===== src/rtl/bp_me_lce_req_wormhole_arbiter_pkg.sv =====
`default_nettype none
// ============================================================================
//  Module      : bp_me_lce_req_wormhole_arbiter_pkg
//  Description : Coherence-network wormhole header layout constants and the
//                small index helper shared by the LCE request link arbiter.
//  Revision    : 1.0  initial release
// ============================================================================
package bp_me_lce_req_wormhole_arbiter_pkg;

    // Default coherence-network wormhole geometry
    localparam int c_coh_noc_flit_width = 32;
    localparam int c_coh_noc_cord_width = 6;
    localparam int c_coh_noc_len_width  = 4;

    // Next index in a cyclic scan of n requesters
    function automatic int unsigned rr_next(input int unsigned idx, input int unsigned n);
        return (idx + 1 >= n) ? 0 : idx + 1;
    endfunction

endpackage
`default_nettype wire


===== src/rtl/bp_me_lce_req_wormhole_arbiter_rr.sv =====
`default_nettype none
// ============================================================================
//  Module      : bp_me_lce_req_wormhole_arbiter_rr
//  Description : Combinational round-robin winner selection. The priority
//                pointer advances past the winner only when the winner is
//                consumed (i_yumi).
//  Revision    : 1.0  initial release
// ============================================================================
module bp_me_lce_req_wormhole_arbiter_rr
    import bp_me_lce_req_wormhole_arbiter_pkg::*;
#(
    parameter int num_lce_p = 2,
    localparam int c_idx_width = $clog2(num_lce_p)
) (
    input  logic                   clk_i,
    input  logic                   reset_n_i,
    input  logic [num_lce_p-1:0]   i_reqs,
    input  logic                   i_yumi,
    output logic [num_lce_p-1:0]   o_grants,
    output logic [c_idx_width-1:0] o_idx,
    output logic                   o_v
);

    logic [c_idx_width-1:0] r_ptr;
    logic [c_idx_width-1:0] w_cand;
    int                     w_sum;

    // Scan cyclically from the pointer and take the first valid requester
    always_comb begin
        o_grants = '0;
        o_idx    = '0;
        o_v      = 1'b0;
        w_sum    = 0;
        w_cand   = '0;
        for (int i = 0; i < num_lce_p; i++) begin
            w_sum = int'(r_ptr) + i;
            if (w_sum >= num_lce_p) begin
                w_sum = w_sum - num_lce_p;
            end
            w_cand = c_idx_width'(w_sum);
            if (!o_v && i_reqs[w_cand]) begin
                o_v   = 1'b1;
                o_idx = w_cand;
            end
        end
        o_grants[o_idx] = o_v;
    end

    // Move priority to the requester after the consumed winner
    always_ff @(posedge clk_i or negedge reset_n_i) begin
        if (!reset_n_i) begin
            r_ptr <= '0;
        end else if (i_yumi && o_v) begin
            r_ptr <= c_idx_width'(rr_next(32'(o_idx), num_lce_p));
        end
    end

endmodule
`default_nettype wire


===== src/rtl/bp_me_lce_req_wormhole_arbiter.sv =====
`default_nettype none
// ============================================================================
//  Module      : bp_me_lce_req_wormhole_arbiter
//  Description : Shares one LCE request injection link among num_lce_p
//                wormhole packet sources. Round-robin per packet; the grant is
//                locked from header to last flit so packets never interleave.
//  Revision    : 1.0  initial release
// ============================================================================
module bp_me_lce_req_wormhole_arbiter
    import bp_me_lce_req_wormhole_arbiter_pkg::*;
#(
    parameter int num_lce_p    = 2,
    parameter int flit_width_p = c_coh_noc_flit_width,
    parameter int cord_width_p = c_coh_noc_cord_width,
    parameter int len_width_p  = c_coh_noc_len_width
) (
    input  logic                              clk_i,
    input  logic                              reset_n_i,
    input  logic [num_lce_p*flit_width_p-1:0] flit_i,
    input  logic [num_lce_p-1:0]              v_i,
    output logic [num_lce_p-1:0]              ready_and_o,
    output logic [flit_width_p-1:0]           link_data_o,
    output logic                              link_v_o,
    input  logic                              link_ready_and_i,
    output logic [num_lce_p-1:0]              grant_o,
    output logic                              busy_o
);

    localparam int c_idx_width = $clog2(num_lce_p);

    typedef enum logic [0:0] {
        IDLE = 1'b0,
        SEND = 1'b1
    } state_e;

    state_e                   r_state;
    logic [c_idx_width-1:0]   r_owner;
    logic [len_width_p-1:0]   r_cnt;

    logic [num_lce_p-1:0]     w_arb_grants;
    logic [c_idx_width-1:0]   w_arb_idx;
    logic                     w_arb_v;
    logic                     w_arb_yumi;
    logic [num_lce_p-1:0]     w_grant;
    logic                     w_link_v;
    logic [flit_width_p-1:0]  w_link_data;
    logic [len_width_p-1:0]   w_len;
    logic                     w_accept;

    bp_me_lce_req_wormhole_arbiter_rr #(
        .num_lce_p (num_lce_p)
    ) u_arb (
        .clk_i     (clk_i),
        .reset_n_i (reset_n_i),
        .i_reqs    (v_i),
        .i_yumi    (w_arb_yumi),
        .o_grants  (w_arb_grants),
        .o_idx     (w_arb_idx),
        .o_v       (w_arb_v)
    );

    // Owner selection: fresh arbitration when idle, locked owner mid-packet
    always_comb begin
        w_grant  = '0;
        w_link_v = 1'b0;
        if (r_state == IDLE) begin
            w_grant  = w_arb_grants;
            w_link_v = w_arb_v;
        end else begin
            w_grant[r_owner] = 1'b1;
            w_link_v         = v_i[r_owner];
        end
    end

    // One-hot flit mux steered by the current grant
    always_comb begin
        w_link_data = '0;
        for (int k = 0; k < num_lce_p; k++) begin
            if (w_grant[k]) begin
                w_link_data = w_link_data | flit_i[k*flit_width_p +: flit_width_p];
            end
        end
    end

    assign w_accept   = w_link_v & link_ready_and_i;
    assign w_arb_yumi = w_accept & (r_state == IDLE);
    assign w_len      = w_link_data[cord_width_p +: len_width_p];

    // Handshake outputs are held low for the whole time reset is asserted
    assign link_data_o = w_link_data;
    assign link_v_o    = w_link_v & reset_n_i;
    assign grant_o     = w_grant & {num_lce_p{reset_n_i}};
    assign ready_and_o = w_grant & {num_lce_p{link_ready_and_i & reset_n_i}};
    assign busy_o      = (r_state == SEND) & reset_n_i;

    // Packet lock: header with a body locks the owner, last body flit releases
    always_ff @(posedge clk_i or negedge reset_n_i) begin
        if (!reset_n_i) begin
            r_state <= IDLE;
            r_owner <= '0;
            r_cnt   <= '0;
        end else begin
            case (r_state)
                IDLE: begin
                    if (w_accept && (w_len != '0)) begin
                        r_state <= SEND;
                        r_owner <= w_arb_idx;
                        r_cnt   <= w_len;
                    end
                end
                SEND: begin
                    if (w_accept) begin
                        r_cnt <= r_cnt - 1'b1;
                        if (r_cnt == len_width_p'(1)) begin
                            r_state <= IDLE;
                        end
                    end
                end
                default: r_state <= IDLE;
            endcase
        end
    end

endmodule
`default_nettype wire

===== config.mk =====
export PLATFORM = sky130hd
export DESIGN_NAME = bp_me_lce_req_wormhole_arbiter
export DESIGN_NICKNAME = d
export VERILOG_FILES = /design/src/rtl/bp_me_lce_req_wormhole_arbiter_pkg.sv /design/src/rtl/bp_me_lce_req_wormhole_arbiter_rr.sv /design/src/rtl/bp_me_lce_req_wormhole_arbiter.sv
export SDC_FILE = /design/constraint.sdc
export NUM_CORES = 1
export LEC_CHECK = 0
export CAP_MARGIN = 10
export CORE_UTILIZATION = 26
export CTS_CLUSTER_SIZE = 20
export DETAILED_ROUTE_END_ITERATION = 12
export PLACE_DENSITY = 0.79
export SLEW_MARGIN = 0
export SYNTH_ARGS = -nofsm -noshare
export SYNTH_HDL_FRONTEND = slang
export SYNTH_SLANG_ARGS = --single-unit

===== constraint.sdc =====
create_clock -name clk_i -period 3.05 [get_ports clk_i]
set_input_delay 0.915 -clock clk_i [delete_from_list [all_inputs] [get_ports clk_i]]
set_output_delay 0.915 -clock clk_i [all_outputs]
set_load 0.005 [all_outputs]

Yosys cells after proc, flatten, opt, wreduce, memory -nomap -nowiden
Cells that the tools add are included.
- mux-type cells: 28
- equality and inequality tests: 3
- bitwise logic cells: 10
- reduce and logical (&&, ||, !) cells: 9
- magnitude comparators: 9
- add/subtract/negate cells: 5
- operators by type and width (operator ; count):
    two-way mux 32 bit ; 2
    bitwise OR 32 bit ; 1
    two-way mux 1 bit ; 19
    < comparator 1 x 2 -> 1 bit, second input constant ; 4
    two-way mux 4 bit ; 2
    one-hot mux 4 bit (2 select lines) ; 1
    AND 2 bit ; 3
    AND 1 bit ; 5
    logical AND 1 bit ; 5
    adder 1 x 1 -> 2 bit, second input constant ; 2
    == test 4 x 1 -> 1 bit, second input constant ; 1
    greater-or-equal comparator 2 bit, second input constant ; 2
    inequality test 2 x 1 -> 1 bit, second input constant ; 2
    AND reduction 2 bit ; 2
    nonzero test 4 bit ; 1
    subtractor 4 x 1 -> 4 bit, second input constant ; 1
    demux 1 bit (select 1 bit) ; 2
    greater-or-equal comparator 1 bit, second input constant ; 2
    greater-or-equal comparator 1 x 2 -> 1 bit, second input constant ; 1
    two-way mux 2 bit ; 1
    one-hot mux 1 bit (2 select lines) ; 1
    subtractor 1 bit, second input constant ; 2
    zero test 1 bit ; 1
    inverter 1 bit ; 1
- input bits: 69
- output and inout port bits: 38
- logic and storage cells: 68
- bits in registers: 7

Depth between registers and ports, before layout
- depth after elaboration: 21
- gate-level depth with buffers: 6
- mapped depth without buffers: 6

Cells and area by module
From an unflattened synthesis, not the netlist that was laid out.
- cells, all modules: 110
- area, all modules: 945.9 µm²
- by module, submodules not included (module ; times used ; area each (µm²) ; cells an instance):
    bp_me_lce_req_wormhole_arbiter ; 1 ; 877.1 ; 102
    bp_me_lce_req_wormhole_arbiter_rr ; 1 ; 68.8 ; 8

Least setup slack after synthesis
OpenSTA, ideal clock, no wires.
- kind: input to output
- from: in v_i[0]
- to: out link_data_o[12]
- slack: 0.331 ns
- data required time: 2.135 ns
- arrival time: 1.804 ns
- cell stages on the path: 4
- path buffers: 1
- cells stage by stage: nor2b_1 -> o21ai_2 -> clkbuf_1 -> a22o_1
- cells in the longest elaborated chain, start to end: 15
- elaborated cells on any way between the ends: 20
- those cells by class: order compare (2); mux (13); bitwise (2); reduce/logical (3)
- ends and longest elaborated chain (what ; RTL line ; source):
    from (decl) ; bp_me_lce_req_wormhole_arbiter.sv:20 ; input logic [num_lce_p-1:0] v_i,
    two-way mux 1 bit (implied by the code) (2 in series) ; bp_me_lce_req_wormhole_arbiter_rr.sv:41 ; if (!o_v && i_reqs[w_cand]) begin
    two-way mux 1 bit ; bp_me_lce_req_wormhole_arbiter_rr.sv:41 ;
    zero test 1 bit ; bp_me_lce_req_wormhole_arbiter_rr.sv:41 ;
    logical AND 1 bit ; bp_me_lce_req_wormhole_arbiter_rr.sv:41 ;
    two-way mux 1 bit ; bp_me_lce_req_wormhole_arbiter_rr.sv:41 ;
    < comparator 1 x 2 -> 1 bit (implied by the code) or greater-or-equal comparator 1 bit (tied branches) ; bp_me_lce_req_wormhole_arbiter_rr.sv:46 ; o_grants[o_idx] = o_v;
    logical AND 1 bit (implied by the code) ; bp_me_lce_req_wormhole_arbiter_rr.sv:46 ;
    two-way mux 1 bit (implied by the code) ; bp_me_lce_req_wormhole_arbiter_rr.sv:46 ;
    demux 1 bit (select 1 bit) ; n/a ;
    AND 2 bit (no line) (*) ; n/a ;
    two-way mux 2 bit (*) ; bp_me_lce_req_wormhole_arbiter.sv:66 ; if (r_state == IDLE) begin
    two-way mux 32 bit ; bp_me_lce_req_wormhole_arbiter.sv:79 ; if (w_grant[k]) begin
    bitwise OR 32 bit ; bp_me_lce_req_wormhole_arbiter.sv:80 ; w_link_data = w_link_data | flit_i[k*flit_width_p +: flit_width_p];
    two-way mux 32 bit (*) ; bp_me_lce_req_wormhole_arbiter.sv:79 ;
    to (decl) ; bp_me_lce_req_wormhole_arbiter.sv:22 ; output logic [flit_width_p-1:0] link_data_o,
Mark *: on every way between the ends. The rest lies on a longest branch, timed or not. The select of a mux whose other input is x is not followed.

Worst setup path in the final report
- from: in v_i[1]
- to: out link_data_o[28]
The elaborated chain is that of the path after synthesis.

==> run_results.csv <==
group,metric,value,unit
placed_design,dp.final_hpwl,3.346,mm
critical_path,cp_max_fo,15,
synth,ys_ff_latch,7,
layout,area_growth,144.3,%
synth,syn-num-nets,175,
clock_network,numClockSinks,7,
critical_path,timing.reg2reg.setup_slack,1.01,ns
power,p_per_area,766.4,nW/µm²
clock_network,cts_made_buffers,3,
layout,nNetsFinal,299,
clock_network,clk_pin_slew_worst_paths,0.06,ns
power,p_leak,0.9543,nW
sta,skew,0.005447,ns
synth,yosysWarningCount,0,
grt,grt_pass1_wl,6.396,mm
critical_path,endpoint_kind,"primary output",
sta,hold_slack,0.5989,ns
critical_path,reg2regPathDepth,10,
critical_path,required,2.13,ns
synth,yosysSeqAreaShare,20.26,%
floorplan,die_area,3560,µm²
clock_network,hold_buffers,0,
routing,vias_per_cell,5.177,
critical_path,worst_setup_path_start_kind,"primary input",
clock_network,cts.path.max_buffers,2,
synth,synth-xor-area-share,0,%
synth,synthAdderAreaFrac,2.894,%
routing,ant_nets,0,
power,vdd_drop_max,321.4,µV
layout,num_antenna_cells,0,
sta,setup_violations,7,
critical_path,path_class,"in2out",
synth,synth_compound_area_share,52.24,%
sta,setup_tns,-0.07122,ns
outcome,status,"finished with violations",
grt,grt_start_max_net_pins,16,
clock_network,insertion_delay,0.26,ns
hold_path,hp-class,"reg2reg",
routing,detail_route.first_pass.iterations,4,
critical_path,r2r_start,"r_state",
sta,maxSlewHeadroom,72.84,%
grt,antenna_found_initial,0,
sta,hold_viol_final,0,
sta,rsz0062_at_grt,"yes",
power,total_power,1.619,mW
placed_design,place_congestion,0.8753,
floorplan,rows,20,
routing,wl,4.363,mm
critical_path,cp-startpoint,"v_i[1]",
sta,period_needed,3.066,ns
synth,syn_avg_cell_area,8.313,µm²
clock_network,root_buffer,"clkbuf_4",
placed_design,port_buffers,106,
clock_network,cts_tree,"built",
clock_network,htreeDepth,1,
synth,synth_top_family_by_area,"compound AO/OA/AOI/OAI gates",
sta,fin_ws,-0.01570,ns
outcome,violations,"setup timing",
grt,grt_pass1_vias,1383,
floorplan,core-area,3103,µm²
routing,vias,1403,
grt,grt-ovfl-total,0,
floorplan,chipWidth,59.67,µm
critical_path,endpoint,"link_data_o[28]",
synth,yosys-mux-area-fraction,0,%
critical_path,crit_arrival,2.15,ns
synth,synthCells,104,
placed_design,place_ws,-0.5189,ns
sta,drv_slew,0,
routing,drcViolationCount,0,
critical_path,r2r_end,"r_cnt[2]",
floorplan,start_util,27.86,%
layout,final_core_util,68.06,%
routing,drt_iter0_markers,115,
floorplan,io_pins,107,
synth,ys_types,35,
layout,drive_above_1_share,21.59,%
synth,synth_area,864.6,µm²
floorplan,die_h,59.67,µm
synth,synth_simple_gate_area_share,17.51,%
run,cap_violations,0,
routing,wl_per_cell,16.10,µm
sta,tightestPinTransition,0.4023,ns
sta,fmax,326.2,MHz
grt,grt.total_usage,24.30,%
sta,min_period_over_period,100.5,%
cells in the mapped netlist, drive strengths merged:
| cell | count | area share, % |
|---|---|---|
| nand2 | 7 | 3.0 |
| o211ai | 5 | 4.9 |
| o211a | 1 | 1.2 |
| o311ai | 1 | 1.0 |
| a32oi | 1 | 1.0 |
| a21boi | 1 | 0.87 |
| a22o | 32 | 32 |
| a21oi | 2 | 1.2 |
| nand4 | 1 | 0.72 |
| nor3 | 4 | 2.3 |
| clkbuf | 6 | 2.6 |
| nor2 | 1 | 0.43 |
| ha | 2 | 2.9 |
| o21ai | 4 | 2.7 |
| and2 | 3 | 2.2 |
| a31o | 1 | 1.0 |
| dfrtp | 7 | 20 |
| a22oi | 3 | 4.2 |
| nand3 | 2 | 1.2 |
| nor4 | 2 | 1.4 |
| buf | 2 | 1.9 |
| nand3b | 1 | 0.87 |
| or3b | 1 | 1.0 |
| nand2b | 1 | 0.72 |
| nor2b | 3 | 2.2 |
| inv | 6 | 2.6 |
| and3 | 2 | 1.4 |
| o31ai | 1 | 0.87 |
| a21o | 1 | 0.87 |
logic make-up (layout without fill, tap and decap cells):
family | Yosys count | in the layout
simple gates | 28 | 28
flops | 7 | 7
buf+inv | 14 | 137
compound gates | 53 | 53
fa+ha+maj | 2 | 2
worst max-delay path, stage by stage:
cell	delay [ns]
clkdlybuf4s15_2	0.19
nand2b_1	0.13
o21ai_4	0.09
buf_4	0.14
buf_6	0.12
buf_16	0.14
a22o_1	0.17
dlygate4sd2_1	0.26
metal layers:
metal  GRT usage, %  part of all wire (%)  vias to the layer above
met5              0                     0                        -
met4          7.641                   1.9                        0
met3          6.710                   7.2                        8
met2          46.98                    54                       67
met1          24.80                    36                      660
li1               -                     -                      668
metrics by stage:
stage,instances,area [µm²]
finish,271,2112
global route,271,2112
detailed placement,259,2064
global placement,259,2064
floorplan,104,864.6
CTS,269,2151
sequential cells by signal (all words and copies together), names as in the netlist:
register / cells
r_state: 1
r_cnt: 4
r_owner: 1
u_arb.r_ptr: 1
layout by cell type (no fill, tap or decap), drive strengths merged:
| cell type | instances |
|---|---|
| clkdlybuf4s50 | 67 |
| a22o | 32 |
| buf | 28 |
| dlygate4sd2 | 17 |
| clkbuf | 15 |
| nand2 | 7 |
| dfrtp | 7 |
| inv | 6 |
| o211ai | 5 |
| nor3 | 4 |
| clkdlybuf4s15 | 4 |
| o21ai | 4 |
| and2 | 3 |
| nor2b | 3 |
| a22oi | 3 |
| and3 | 2 |
| nor4 | 2 |
| nand3 | 2 |
| a21oi | 2 |
| ha | 2 |
| a31o | 1 |
| nand2b | 1 |
| a21boi | 1 |
| or3b | 1 |
| o211a | 1 |
| a21o | 1 |
| o311ai | 1 |
| nor2 | 1 |
| a32oi | 1 |
| nand4 | 1 |
| nand3b | 1 |
| o31ai | 1 |
where the power goes:
| group | internal [mW] | leakage [nW] | switching [mW] |
|---|---|---|---|
| sequential | 0.133 | 0.0775 | 0.0602 |
| clock | 0.0503 | 0.0150 | 0.0405 |
| combinational | 0.768 | 0.862 | 0.566 |
cell type report:
class / instances / area, µm²
timing repair buffer: 127 / 1181
sequential: 7 / 175.2
inverter: 6 / 22.52
multi-input combinational: 83 / 651.9
fill: 277 / 991.0
tap: 44 / 55.05
clock buffer: 4 / 26.28
what timing repair did:
| action | 4_1_cts | 5_1_grt |
|---|---|---|
| buffers inserted | 4 | 2 |
| resized for setup | 84 | 12 |
| gates cloned | 2 | 0 |
| endpoints found under the setup margin | 38 | 14 |
| pin swaps | 2 | 4 |
worst min path at each step:
stage | from | to | slack [ns] | depth (start not counted)
3_5_place_dp | u_arb.r_ptr | u_arb.r_ptr | 0.54 | 1
6_report | u_arb.r_ptr | u_arb.r_ptr | 0.60 | 1
4_1_cts | u_arb.r_ptr | u_arb.r_ptr | 0.60 | 1
3_3_place_gp | u_arb.r_ptr | u_arb.r_ptr | 0.52 | 1
2_1_floorplan | u_arb.r_ptr | u_arb.r_ptr | 0.48 | 1
5_1_grt | u_arb.r_ptr | u_arb.r_ptr | 0.64 | 1
Power figures use the tool's default switching activity.
